File: config.mk
export PLATFORM = sky130hd
export DESIGN_NAME = matrix_mem_responder
export DESIGN_NICKNAME = d
export VERILOG_FILES = /design/src/rtl/mips_mem_pkg.sv /design/src/rtl/mem_word_array.sv /design/src/rtl/matrix_mem_responder.sv
export SDC_FILE = /design/constraint.sdc
export NUM_CORES = 2
export LEC_CHECK = 0
export BUFFER_PORTS_ARGS = -buffer_cell sky130_fd_sc_hd__buf_4
export CORE_MARGIN = 2
export CORE_UTILIZATION = 52
export CTS_BUF_LIST = sky130_fd_sc_hd__clkbuf_8 sky130_fd_sc_hd__clkbuf_16
export CTS_CLUSTER_DIAMETER = 150
export CTS_CLUSTER_SIZE = 25
export DETAILED_ROUTE_END_ITERATION = 8
export PLACE_DENSITY_LB_ADDON = 0.12
export SETUP_SLACK_MARGIN = 0.2
export SYNTH_ARGS = -nofsm -noshare
export SYNTH_HDL_FRONTEND = slang
export SYNTH_SLANG_ARGS = --single-unit
File: constraint.sdc
create_clock -name clk -period 182.1 [get_ports clk]
set_input_delay 27.315 -clock clk [delete_from_list [all_inputs] [get_ports clk]]
set_output_delay 27.315 -clock clk [all_outputs]
set_load 0.005 [all_outputs]
File: src/rtl/mips_mem_pkg.sv
// Shared types and constants for the data-memory responder: FSM states,
// word width and the location/size of the exported 3x3 result matrix.
package mips_mem_pkg;

  localparam int WORD_W    = 32;
  localparam int MAT_BASE  = 0;
  localparam int MAT_WORDS = 9;

  typedef enum logic [1:0] {
    IDLE,
    WAIT,
    RESP
  } state_t;

  // True when any address bit at or above the index width is set.
  function automatic logic addr_out_of_range(input logic [WORD_W-1:0] addr,
                                             input int                idx_w);
    return (addr >> idx_w) != '0;
  endfunction

endpackage

File: src/rtl/mem_word_array.sv
// DEPTH x 32 register array with async clear, one write port, one
// combinational read port, and words MAT_BASE..MAT_BASE+8 exported flat.
module mem_word_array
  import mips_mem_pkg::*;
#(
  parameter int DEPTH = 64,
  parameter int IDX_W = $clog2(DEPTH)
) (
  input  logic                        clk,
  input  logic                        reset,
  input  logic                        we,
  input  logic [IDX_W-1:0]            waddr,
  input  logic [WORD_W-1:0]           wdata,
  input  logic [IDX_W-1:0]            raddr,
  output logic [WORD_W-1:0]           rdata,
  output logic [MAT_WORDS*WORD_W-1:0] matrix
);

  logic [WORD_W-1:0] mem [DEPTH];

  // NOTE: clearing every word on reset forces this into flip-flops rather
  // than a RAM macro; that is intended, since the matrix words must read 0
  // immediately after reset and are exported combinationally.
  // NOTE: sequential state is always assigned with <= so every register
  // samples pre-edge values regardless of statement order.
  always_ff @(posedge clk or posedge reset) begin
    if (reset) begin
      for (int i = 0; i < DEPTH; i++) mem[i] <= '0;
    end else if (we) begin
      mem[waddr] <= wdata;
    end
  end

  assign rdata = mem[raddr];

  for (genvar k = 0; k < MAT_WORDS; k++) begin : g_matrix
    assign matrix[k*WORD_W +: WORD_W] = mem[MAT_BASE + k];
  end

endmodule

File: src/rtl/matrix_mem_responder.sv
// Load/store responder: accepts one request, waits WAIT_CYCLES, accesses a
// local word array and returns a response. Words 0..8 drive d11..d33.
// Optional address range checking: MATRIX_MEM_RESPONDER_ADDR_CHECK_EN.
module matrix_mem_responder
  import mips_mem_pkg::*;
#(
  parameter int DEPTH       = 64,
  parameter int WAIT_CYCLES = 2
) (
  input  logic        clk,
  input  logic        reset,
  input  logic        req_valid,
  output logic        req_ready,
  input  logic        req_we,
  input  logic [31:0] req_addr,
  input  logic [31:0] req_wdata,
  output logic        rsp_valid,
  input  logic        rsp_ready,
  output logic [31:0] rsp_rdata,
  output logic        rsp_err,
  output logic [31:0] d11,
  output logic [31:0] d12,
  output logic [31:0] d13,
  output logic [31:0] d21,
  output logic [31:0] d22,
  output logic [31:0] d23,
  output logic [31:0] d31,
  output logic [31:0] d32,
  output logic [31:0] d33
);

  localparam int         IDX_W    = $clog2(DEPTH);
  localparam bit         NO_WAIT  = (WAIT_CYCLES == 0);
  localparam logic [3:0] CNT_INIT = NO_WAIT ? 4'd0 : 4'(WAIT_CYCLES - 1);

  state_t state, next_state;

  logic                        we_q;
  logic                        err_q;
  logic [IDX_W-1:0]            idx_q;
  logic [WORD_W-1:0]           wdata_q;
  logic [3:0]                  cnt_q;
  logic [WORD_W-1:0]           rdata_q;
  logic                        rerr_q;

  logic                        accept;
  logic                        access;
  logic                        req_err;
  logic                        acc_we;
  logic                        acc_err;
  logic [IDX_W-1:0]            acc_idx;
  logic [WORD_W-1:0]           acc_wdata;
  logic [WORD_W-1:0]           mem_rdata;
  logic [MAT_WORDS*WORD_W-1:0] matrix;

`ifdef MATRIX_MEM_RESPONDER_ADDR_CHECK_EN
  assign req_err = addr_out_of_range(req_addr, IDX_W);
`else
  // Upper address bits are deliberately ignored: addresses wrap modulo DEPTH.
  logic unused_addr_hi;
  assign unused_addr_hi = ^req_addr[WORD_W-1:IDX_W];
  assign req_err        = 1'b0;
`endif

  always_ff @(posedge clk or posedge reset) begin
    if (reset) state <= IDLE;
    else       state <= next_state;
  end

  // NOTE: every output of this block gets a default before the case so no
  // path leaves a signal unassigned, which would otherwise infer a latch.
  always_comb begin
    next_state = state;
    req_ready  = 1'b0;
    rsp_valid  = 1'b0;
    accept     = 1'b0;
    access     = 1'b0;
    unique case (state)
      IDLE: begin
        req_ready = 1'b1;
        if (req_valid) begin
          accept = 1'b1;
          if (NO_WAIT) begin
            access     = 1'b1;
            next_state = RESP;
          end else begin
            next_state = WAIT;
          end
        end
      end
      WAIT: begin
        if (cnt_q == 4'd0) begin
          access     = 1'b1;
          next_state = RESP;
        end
      end
      RESP: begin
        rsp_valid = 1'b1;
        if (rsp_ready) next_state = IDLE;
      end
      default: next_state = IDLE;
    endcase
  end

  // With no wait states the access happens on the acceptance edge, so it
  // must use the live request rather than the (not yet loaded) latches.
  assign acc_we    = NO_WAIT ? req_we                : we_q;
  assign acc_err   = NO_WAIT ? req_err               : err_q;
  assign acc_idx   = NO_WAIT ? req_addr[IDX_W-1:0]   : idx_q;
  assign acc_wdata = NO_WAIT ? req_wdata             : wdata_q;

  always_ff @(posedge clk or posedge reset) begin
    if (reset) begin
      we_q    <= 1'b0;
      err_q   <= 1'b0;
      idx_q   <= '0;
      wdata_q <= '0;
      cnt_q   <= 4'd0;
    end else if (accept) begin
      we_q    <= req_we;
      err_q   <= req_err;
      idx_q   <= req_addr[IDX_W-1:0];
      wdata_q <= req_wdata;
      cnt_q   <= CNT_INIT;
    end else if (state == WAIT && cnt_q != 4'd0) begin
      cnt_q <= cnt_q - 4'd1;
    end
  end

  // Response data is captured at the access edge and held through RESP.
  always_ff @(posedge clk or posedge reset) begin
    if (reset) begin
      rdata_q <= '0;
      rerr_q  <= 1'b0;
    end else if (access) begin
      rdata_q <= (acc_we || acc_err) ? '0 : mem_rdata;
      rerr_q  <= acc_err;
    end else if (rsp_valid && rsp_ready) begin
      rdata_q <= '0;
      rerr_q  <= 1'b0;
    end
  end

  assign rsp_rdata = rdata_q;
  assign rsp_err   = rerr_q;

  mem_word_array #(
    .DEPTH (DEPTH),
    .IDX_W (IDX_W)
  ) u_array (
    .clk    (clk),
    .reset  (reset),
    .we     (access && acc_we && !acc_err),
    .waddr  (acc_idx),
    .wdata  (acc_wdata),
    .raddr  (acc_idx),
    .rdata  (mem_rdata),
    .matrix (matrix)
  );

  assign d11 = matrix[0*WORD_W +: WORD_W];
  assign d12 = matrix[1*WORD_W +: WORD_W];
  assign d13 = matrix[2*WORD_W +: WORD_W];
  assign d21 = matrix[3*WORD_W +: WORD_W];
  assign d22 = matrix[4*WORD_W +: WORD_W];
  assign d23 = matrix[5*WORD_W +: WORD_W];
  assign d31 = matrix[6*WORD_W +: WORD_W];
  assign d32 = matrix[7*WORD_W +: WORD_W];
  assign d33 = matrix[8*WORD_W +: WORD_W];

endmodule

==> impl_metrics.csv <==
group,metric,value,unit
run,drv_cap,0,
cells_and_area,final_core_util,55.2,%
floorplanning,die-area,191000,µm²
cells_and_area,drive_gt1_share,44.7,%
cells_and_area,final_area,103000,µm²
pwr,leakagePower,0.0492,µW
clock_tree,post_cts_resized,0,
global_routing,grt.met1_usage,41.5,%
clock_tree,cts_hold_buffers,0,
synthesis,netlist_instances,6884,
timing,fin_crit,33060,ps
clock_tree,h-tree-depth,3,
critical_path,crit_required,182890,ps
critical_path,end_kind,"asynchronous set/reset pin",
synthesis,synth_edf_count,0,
synthesis,ys_types,59,
synthesis,async_reset_ff_share,100,%
clock_tree,clk_latency,760,ps
timing,period_share,18.2,%
status,status,"finished clean",
pwr,intPower,749,µW
clock_tree,cts_tree,"yes",
global_routing,track_usage,28.4,%
global_routing,grt_pass1_wl,405000,µm
placed_design,hpwl,167000,µm
global_routing,grt-busiest-layer,"met2",
synthesis,synth.avg_cell_area,14.1,µm²
global_routing,grt_start_max_net_pins,188,
timing,fmaxAchievable,30.2,MHz
synthesis,netlist_area,97400,µm²
pwr,p_sw,435,µW
global_routing,grt_use_met3,4.52,%
timing,timing.final.ws_setup,149040,ps
clock_tree,clk_pin_slew,90,ps
critical_path,path_max_fanout,163,
pwr,power_density,11.6,nW/µm²
clock_tree,cts_buffer_depth,3,
cells_and_area,nNetsFinal,6621,
floorplanning,fp.dieH,437,µm
clock_tree,cts.root.buffer_cell,"clkbuf_16",
floorplanning,rows,158,
pwr,p_sw_share,36.7,%
placed_design,portBuffers,364,
timing,tightest_slew,1280,ps
routing,routed_wl,273000,µm
routing,routedWlPerCell,30.1,µm
synthesis,yosysMostFrequentCell,"dfrtp_1",
placed_design,dp_slack,147930,ps
timing,setup_tns,0,ps
critical_path,crit_path_start_kind,"primary input",
routing,drt_iter0_markers,5064,
floorplanning,io_pins,392,
timing,rsz0062_at_grt,"false",
pwr,clkPwrFrac,20.5,%
worst_hold_path,min_path_type,"flip-flop to flip-flop",
global_routing,met2_usage,43.9,%
timing,relSlewSlack,14.6,%
synthesis,ys_warn_count,0,
synthesis,yosys.area.top_type,"dfrtp_1",
global_routing,grt_pass1_vias,58800,
clock_tree,numCtsBuffers,94,
synthesis,synth_top_cell_area_share,54.6,%
synthesis,ys_seq_elements,2125,
floorplanning,initial_core_util,52.4,%
routing,first_pass_iters,7,
clock_tree,cts_setup_buffers,0,
pwr,comb_power_share,30.2,%
routing,vias,57600,
floorplanning,core-area,186000,µm²
synthesis,yosys-top-cells-count,"dfrtp_1 (2125), mux2_2 (1919), clkbuf_1 (324)",
synthesis,synth_nets,6954,
timing,finalHoldViolations,0,
timing,clock_skew,33.0,ps
pwr,peakVddDrop,0.0119,mV
placed_design,gp_congestion,0.822,
synthesis,synth_seq_area_share,54.6,%
critical_path,crit_arrival,33850,ps
synthesis,synthFlopType,"dfrtp_1",
placed_design,place_area,100000,µm²
pwr,seqPwrFrac,49.3,%
global_routing,gr-total-overflow,0,
floorplanning,fp.dieW,437,µm
synthesis,synth_area_leaders,"dfrtp_1 (55%), mux2_2 (22%), mux4_2 (5.8%)",
routing,vias_per_cell,6.36,
timing,setup_viol,0,
timing,drv_slew,0,
cells_and_area,area_growth,5.31,%
global_routing,grt_antenna_before_repair,10,
routing,drc,0,
clock_tree,cts_sinks,2125,
critical_path,path_class,"primary input to asynchronous set/reset pin",
routing,route.antenna.remaining_nets,0,
cells by family after synthesis:
logic type,Yosys count,synth area share (%)
other cells,1,0.00385
xor+xnor,3,0.0270
flops,2125,54.6
buf+inv,971,5.31
compound gates,667,4.75
mux,2608,32.7
fa+ha+maj,1,0.0128
simple gates,508,2.54
critical path: stages:
cell and delay [ps]:
buf_4 130, inv_8 500, buf_12 680, buf_4 850
buf_4 850, buf_4 840, buf_4 870, buf_4 670
buf_4 750
final cells by class:
type | instances | area (µm²)
sequential | 2125 | 53200
antenna | 7 | 17.5
inverter | 7 | 33.8
tap | 2480 | 3100
clock inverter | 10 | 37.5
fill | 15300 | 83300
multi-input combinational | 3788 | 39600
clock buffer | 97 | 2430
timing repair buffer | 535 | 4080
per-layer routing:
layer	share of wire, %	vias to the layer above
li1	-	24000
met1	45	31700
met2	46	1574
met3	5.7	319
met4	2.9	2
met5	0.0048	-
power by group through the flow:
stage	sequential [µW]	combinational (µW)	clock, µW
CTS	583	357	250
finish	583	358	243
detailed placement	592	357	0
global placement	588	352	0
floorplan	561	262	0
global route	592	377	265
registers in the layout (all words and copies together), names as in the netlist:
| signal | count |
|---|---|
| u_array.matrix | 288 |
| rsp_rdata | 32 |
| acc_wdata | 32 |
| acc_we | 1 |
| state | 2 |
| acc_idx | 6 |
| cnt_q | 4 |
| u_array.mem | 1760 |
through the flow:
step / power (µW) / cells / hold WS, ps
after floorplan: 823 / 6884 / 452
after global placement: 940 / 8935 / 462
after global routing: 1230 / 9042 / 506
after detailed placement: 949 / 8935 / 471
after CTS: 1190 / 9042 / 493
final: 1180 / 9049 / 492
cells in the final DEF, fill, tap and decap left out, types with 67 or more instances in the layout:
| cell type | count |
|---|---|
| dfrtp_1 | 2090 |
| mux2_2 | 1919 |
| buf_4 | 530 |
| a22oi_1 | 272 |
| mux2i_1 | 265 |
| mux4_2 | 252 |
| nand2_1 | 233 |
| o22ai_1 | 210 |
| mux2_1 | 172 |
| clkbuf_16 | 97 |
| nor2_4 | 67 |
final timing paths:
| check | depth (start not counted) | slack, ps | start | to |
|---|---|---|---|---|
| worst min register to register | 1 | 490 | u_array.mem[155] | u_array.mem[155] |
| min in group asynchronous | 2 | 26700 | reset | acc_wdata[23] |
| max in group clk | 1 | 153250 | rsp_rdata[19] | rsp_rdata[19] |
| worst min-delay path | 1 | 490 | u_array.mem[155] | u_array.mem[155] |
| worst max-delay path | 9 | 149040 | reset | u_array.matrix[242] |
| worst max register to register | 9 | 176520 | acc_idx[1] | rsp_rdata[3] |
(Power assumes the default switching activity.)
